$ cat src/rtl/word_arith_seq_if.sv
// Valid/ready operand and result channel for word_arith_seq.
// The slave modport is the sequencer's view; master is the producer/consumer side.
interface word_arith_seq_if #(
  parameter int W = 8
);
  logic         in_valid;
  logic [W-1:0] in_data;
  logic         in_ready;
  logic         out_valid;
  logic [W-1:0] out_data;
  logic         out_ready;
  logic         out_dz;
  logic         busy;

  modport master (
    output in_valid, in_data, out_ready,
    input  in_ready, out_valid, out_data, out_dz, busy
  );

  modport slave (
    input  in_valid, in_data, out_ready,
    output in_ready, out_valid, out_data, out_dz, busy
  );
endinterface

$ cat src/rtl/word_arith_seq.sv
// Sequenced word datapath: out = (((x+K_ADD)^2 * (x-K_SUB)) / K_DIV) % (x+K_ADD), mod 2^W.
// One FSM shares a power step and a restoring divider across the whole chain.
module word_arith_seq #(
  parameter int W     = 8,
  parameter int K_ADD = 1,
  parameter int K_SUB = 2,
  parameter int K_DIV = 3
) (
  input  logic              clk,
  input  logic              rst,
  word_arith_seq_if.slave   bus
);
  localparam int           CW      = (W > 1) ? $clog2(W) : 1;
  localparam logic [W-1:0] K_ADD_W = W'(K_ADD);
  localparam logic [W-1:0] K_SUB_W = W'(K_SUB);
  localparam logic [W-1:0] K_DIV_W = W'(K_DIV);
  localparam logic [W-1:0] EXP     = W'(2);
  localparam logic [CW-1:0] LAST   = CW'(W - 1);

  typedef enum logic [2:0] {
    S_IDLE, S_ADD, S_SUB, S_POW, S_MUL, S_DIV, S_MOD, S_DONE
  } state_t;

  state_t        state;
  logic [W-1:0]  x_reg;
  logic [W-1:0]  a_reg;
  logic [W-1:0]  c_reg;
  logic [W-1:0]  acc;
  logic [W-1:0]  div_rem;
  logic [W-1:0]  div_q;
  logic [CW-1:0] cnt;
  logic          dz;
  logic          out_valid_r;
  logic [W-1:0]  out_data_r;
  logic          out_dz_r;

  logic [CW-1:0] exp_idx;
  logic [W-1:0]  acc_sq;
  logic [W-1:0]  pow_next;
  logic [W-1:0]  divisor;
  logic [W:0]    div_sh;
  logic          div_ge;
  logic [W-1:0]  rem_next;
  logic [W-1:0]  q_next;

  // One square-and-multiply step and one restoring-division step; div_q
  // shifts the dividend out of its MSB while quotient bits enter at the LSB.
  always_comb begin
    exp_idx  = LAST - cnt;
    acc_sq   = acc * acc;
    pow_next = EXP[exp_idx] ? W'(acc_sq * a_reg) : acc_sq;
    divisor  = (state == S_MOD) ? a_reg : K_DIV_W;
    div_sh   = {div_rem, div_q[W-1]};
    div_ge   = (div_sh >= {1'b0, divisor});
    rem_next = div_ge ? (div_sh[W-1:0] - divisor) : div_sh[W-1:0];
    q_next   = {div_q[W-2:0], div_ge};
  end

  always_ff @(posedge clk) begin
    if (rst) begin
      state       <= S_IDLE;
      x_reg       <= '0;
      a_reg       <= '0;
      c_reg       <= '0;
      acc         <= '0;
      div_rem     <= '0;
      div_q       <= '0;
      cnt         <= '0;
      dz          <= 1'b0;
      out_valid_r <= 1'b0;
      out_data_r  <= '0;
      out_dz_r    <= 1'b0;
    end else begin
      unique case (state)
        S_IDLE: begin
          if (bus.in_valid) begin
            x_reg <= bus.in_data;
            dz    <= 1'b0;
            state <= S_ADD;
          end
        end
        S_ADD: begin
          a_reg <= x_reg + K_ADD_W;
          state <= S_SUB;
        end
        S_SUB: begin
          c_reg <= x_reg - K_SUB_W;
          acc   <= W'(1);
          cnt   <= '0;
          state <= S_POW;
        end
        S_POW: begin
          acc <= pow_next;
          cnt <= cnt + 1'b1;
          if (cnt == LAST) begin
            cnt   <= '0;
            state <= S_MUL;
          end
        end
        S_MUL: begin
          div_q   <= acc * c_reg;
          div_rem <= '0;
          cnt     <= '0;
          state   <= S_DIV;
        end
        // The DIV quotient becomes the MOD dividend in place.
        S_DIV: begin
          div_q   <= q_next;
          div_rem <= rem_next;
          cnt     <= cnt + 1'b1;
          if (cnt == LAST) begin
            div_rem <= '0;
            cnt     <= '0;
            dz      <= dz | (K_DIV_W == '0);
            state   <= S_MOD;
          end
        end
        S_MOD: begin
          div_q   <= q_next;
          div_rem <= rem_next;
          cnt     <= cnt + 1'b1;
          if (cnt == LAST) begin
            cnt         <= '0;
            out_data_r  <= rem_next;
            out_dz_r    <= dz | (a_reg == '0);
            out_valid_r <= 1'b1;
            state       <= S_DONE;
          end
        end
        S_DONE: begin
          if (bus.out_ready) begin
            out_valid_r <= 1'b0;
            state       <= S_IDLE;
          end
        end
        default: state <= S_IDLE;
      endcase
    end
  end

  assign bus.in_ready  = (state == S_IDLE);
  assign bus.busy      = (state != S_IDLE);
  assign bus.out_valid = out_valid_r;
  assign bus.out_data  = out_data_r;
  assign bus.out_dz    = out_dz_r;
endmodule

$ cat src/flat_wrapper.sv
// flat-port wrapper written by rule: the top's interface ports become plain ports
module word_arith_seq_flat 
#(
  parameter int W     = 8,
  parameter int K_ADD = 1,
  parameter int K_SUB = 2,
  parameter int K_DIV = 3
)
  (clk, rst, bus_in_valid, bus_in_data, bus_out_ready, bus_in_ready, bus_out_valid, bus_out_data, bus_out_dz, bus_busy);
  word_arith_seq_if #(.W(W)) bus_i ();
  input  logic clk;
  input  logic rst;
  input wire logic [$bits(bus_i.in_valid)-1:0] bus_in_valid;
  input wire logic [$bits(bus_i.in_data)-1:0] bus_in_data;
  input wire logic [$bits(bus_i.out_ready)-1:0] bus_out_ready;
  output wire logic [$bits(bus_i.in_ready)-1:0] bus_in_ready;
  output wire logic [$bits(bus_i.out_valid)-1:0] bus_out_valid;
  output wire logic [$bits(bus_i.out_data)-1:0] bus_out_data;
  output wire logic [$bits(bus_i.out_dz)-1:0] bus_out_dz;
  output wire logic [$bits(bus_i.busy)-1:0] bus_busy;
  assign bus_i.in_valid = bus_in_valid;
  assign bus_i.in_data = bus_in_data;
  assign bus_i.out_ready = bus_out_ready;
  assign bus_in_ready = bus_i.in_ready;
  assign bus_out_valid = bus_i.out_valid;
  assign bus_out_data = bus_i.out_data;
  assign bus_out_dz = bus_i.out_dz;
  assign bus_busy = bus_i.busy;
  word_arith_seq #(.W(W), .K_ADD(K_ADD), .K_SUB(K_SUB), .K_DIV(K_DIV)) u_core (.clk(clk), .rst(rst), .bus(bus_i));
endmodule
$ cat config.mk
export PLATFORM = sky130hd
export DESIGN_NAME = word_arith_seq_flat
export DESIGN_NICKNAME = d
export VERILOG_FILES = /design/src/rtl/word_arith_seq_if.sv /design/src/rtl/word_arith_seq.sv /design/src/flat_wrapper.sv
export SDC_FILE = /design/constraint.sdc
export NUM_CORES = 1
export LEC_CHECK = 0
export CORE_UTILIZATION = 35
export CTS_BUF_LIST = sky130_fd_sc_hd__clkbuf_16
export DETAILED_ROUTE_END_ITERATION = 8
export GPL_TIMING_DRIVEN = 0
export HOLD_SLACK_MARGIN = 0.1
export PLACE_DENSITY = 0.54
export SLEW_MARGIN = 10
export SYNTH_ARGS = -nofsm -noshare
export SYNTH_HDL_FRONTEND = slang
export SYNTH_SLANG_ARGS = --single-unit
export TNS_END_PERCENT = 10
$ cat constraint.sdc
create_clock -name clk -period 11.7 [get_ports clk]
set_clock_uncertainty 0.15 [all_clocks]
set_input_delay 1.17 -clock clk [delete_from_list [all_inputs] [get_ports clk]]
set_output_delay 1.17 -clock clk [all_outputs]
set_load 0.005 [all_outputs]
==> results.sh <==
export IMPL_status="finished, final reports clean"
export IMPL_grt_use_met3_pct=1.78
export IMPL_top_usage_layer="met2"
export IMPL_antennaDiodeCount=0
export IMPL_fin_crit_ns=7.31
export IMPL_dpl_cell_area_mm2=0.00583
export IMPL_relSlewSlack_pct=51.9
export IMPL_min_delay_start="u_core.bus.out_data[1]"
export IMPL_p_per_area_mw_per_mm2=137
export IMPL_netlist_instances=653
export IMPL_leakage_nw=2.74
export IMPL_vias=4342
export IMPL_htree_num_levels=3
export IMPL_io_pins=24
export IMPL_dieArea_mm2=0.0159
export IMPL_period_share_pct=62.5
export IMPL_initial_core_util_pct=36.5
export IMPL_p_sw_mw=0.303
export IMPL_max_freq_mhz=137
export IMPL_critPathBufInv=2
export IMPL_dp_hpwl_um=10200
export IMPL_fin_nets=786
export IMPL_avgSynthCellArea_um2=8.24
export IMPL_yosys_top_cells_count="nand2_1, dfxtp_1, nor2_1"
export IMPL_async_flop_share_pct=0
export IMPL_fillerInstances=1545
export IMPL_r2r_cells=20
export IMPL_grt_max_degree=12
export IMPL_rsz0062_at_grt="false"
export IMPL_grtUsageMet1_pct=23.8
export IMPL_p_sw_share_pct=36.0
export IMPL_synth_top_area_share_pct=23.8
export IMPL_maxSlewViolCount=0
export IMPL_rows=44
export IMPL_vias_per_cell=4.96
export IMPL_place_gp_congestion=0.848
export IMPL_cts_resized=0
export IMPL_total_power_mw=0.841
export IMPL_first_global_vias=4484
export IMPL_synth_top_area_cell="dfxtp_1"
export IMPL_crit_path_start_kind="register"
export IMPL_crit_slowest_cell="fa_1"
export IMPL_grt_antenna_before_repair=0
export IMPL_cts_clk_slew_worst_paths_ns=0.06
export IMPL_drc=0
export IMPL_min_delay_path_depth=2
export IMPL_max_stage_delay_ns=0.71
export IMPL_ctsLongestPathBuffers=2
export IMPL_dieWidth_um=126
export IMPL_cts_tree="built"
export IMPL_synth_area_mm2=0.00538
export IMPL_pwr_share_comb_pct=31.7
export IMPL_numClockSinks=64
export IMPL_tightest_slew_ns=0.721
export IMPL_io_buffer_count=22
export IMPL_initialDrtViolationCount=212
export IMPL_finalWirelength_um=12900
export IMPL_core_area_mm2=0.0148
export IMPL_yosysMostFrequentCell="nand2_1"
export IMPL_cp_required_ns=11.83
export IMPL_crit_arrival_ns=7.44
export IMPL_ant_nets=0
export IMPL_r2r_start="u_core.acc[0]"
export IMPL_r2r_slack_ns=4.39
export IMPL_post_drt_wl_per_cell_um=14.7
export IMPL_endpoint_kind="register"
export IMPL_syn_nets=753
export IMPL_tns_ns=0
export IMPL_cts_made_buffers=9
export IMPL_internal_power_mw=0.538
export IMPL_use_met2_pct=29.6
export IMPL_min_to="u_core.bus.out_data[1]"
export IMPL_ys_top_cells_by_area="dfxtp_1, ha_1, fa_1"
export IMPL_dp_cells=859
export IMPL_crit_cells=20
export IMPL_ir_drop_mv=0.132
export IMPL_area_delta_synth_final_pct=14.2
export IMPL_overflow=0
export IMPL_clock_latency_ns=0.33
export IMPL_synth_edf_count=0
export IMPL_cts_root_buf="clkbuf_16"
export IMPL_grt_total_usage_pct=17.5
export IMPL_ctsHoldBuffers=0
export IMPL_drive_above_1_share_pct=3.62
export IMPL_synth_distinct_cells=48
export IMPL_r2r_end="u_core.acc[7]"
export IMPL_drv_cap=0
export IMPL_final_cells=875
export IMPL_critPathKind="register to register"
export IMPL_ys_seq_area_share_pct=23.8
export IMPL_worstHoldPathType="register to register"
export IMPL_post_cts_buffers=0
export IMPL_seq_power_share_pct=34.6
export IMPL_worstPathCellList="buf_1, and2_1, ha_1, fa_1, ha_1, fa_1, inv_1, fa_1, and2b_1, fa_1, ha_1, fa_1, fa_1, ha_1, a21oi_1, xnor2_1, xnor3_2, mux2i_1, a211oi_1, o21ba_1"
export IMPL_drt_pass1_iterations=4
export IMPL_crit_path_frequent_cell="fa_1"
export IMPL_yosys_warnings=0
export IMPL_final_area_mm2=0.00614
export IMPL_final_setup_viol_count=0
export IMPL_ys_ff_latch=64
export IMPL_startpoint="u_core.acc[0]"
export IMPL_ys_flop_type="dfxtp_1"
export IMPL_crit_fanout=10
export IMPL_grt_pass1_wl_um=22200
export IMPL_die_h_um=126
export IMPL_p_clk_share_pct=33.7
export IMPL_hold_violations=0
export IMPL_cp_top_family="adder cells"
## layout make-up
class | count | area [µm²] | area share, %
inverters | 60 | 225 | 3.67
clock inverters | 7 | 87.6 | 1.43
plain buffers | 30 | 116 | 1.89
well taps | 184 | 230 | 3.75
repair buffers | 22 | 220 | 3.59
flip-flops and latches | 64 | 1280 | 20.9
clock buffers | 9 | 225 | 3.67
multi-input cells | 499 | 3760 | 61.2
## layout by cell type (no fill, tap or decap), types with 6 or more instances in the layout
cell type / count
nor2_1: 60
mux2i_1: 12
xnor2_1: 34
nor2b_1: 10
clkbuf_1: 25
nand2b_1: 8
a21oi_1: 40
clkbuf_16: 9
fa_1: 29
a311oi_1: 6
nand3_1: 15
ha_1: 59
clkdlybuf4s50_1: 22
a211oi_1: 23
and2_1: 53
dfxtp_1: 64
nand2_1: 67
o21ai_0: 11
xor2_1: 14
o21ai_1: 8
inv_1: 60
a21o_1: 7
## power groups by stage
stage / Clock, mW / Combinational, mW / Sequential, mW
floorplan: 0 / 0.196 / 0.280
global placement: 0 / 0.262 / 0.294
detailed placement: 0 / 0.267 / 0.295
CTS: 0.285 / 0.269 / 0.291
global route: 0.295 / 0.302 / 0.297
finish: 0.283 / 0.267 / 0.291
## stage by stage
stage | hold WS (ns) | worst slack (ns) | utilization, %
2_1_floorplan | 0.303 | 5.12 | -
3_3_place_gp | 0.293 | 4.41 | 39.5
3_5_place_dp | 0.299 | 4.33 | 39.5
4_1_cts | 0.309 | 4.29 | 41.6
5_1_grt | 0.338 | 4.00 | 41.6
6_report | 0.307 | 4.39 | 41.6
## worst max path at each step
stage / to
5_1_grt: u_core.acc[7]
4_1_cts: u_core.acc[7]
2_1_floorplan: u_core.acc[7]
3_5_place_dp: u_core.acc[7]
3_3_place_gp: u_core.acc[7]
6_report: u_core.acc[7]
## worst register-to-register path, delay by kind of cell, from the launching register on
kind / cells / cell delay [ns]
simple gates: 2 / 0.48
flops: 1 / 0.42
mux: 1 / 0.13
fa+ha+maj: 10 / 4.34
buf+inv: 2 / 0.49
xor+xnor: 2 / 0.62
compound gates: 3 / 0.62
## metal layers
layer	wire length, µm	vias up	share of wire [%]
met4	140	0	1.1
met3	281	12	2.2
met2	6080	48	47
met1	6400	2066	50
li1	-	2216	-
met5	0	-	0
## logic make-up after synthesis
kind of cell,Yosys count,synth area share [%]
adder cells (fa/ha/maj),88,24.5
multiplexers,12,2.23
buffers and inverters,90,6.35
AO/OA/AOI/OAI,111,13.0
other,2,0.140
flip-flops,64,23.8
AND/OR/NAND/NOR,237,21.6
XOR/XNOR,49,8.26
(Power assumes the default switching activity.)
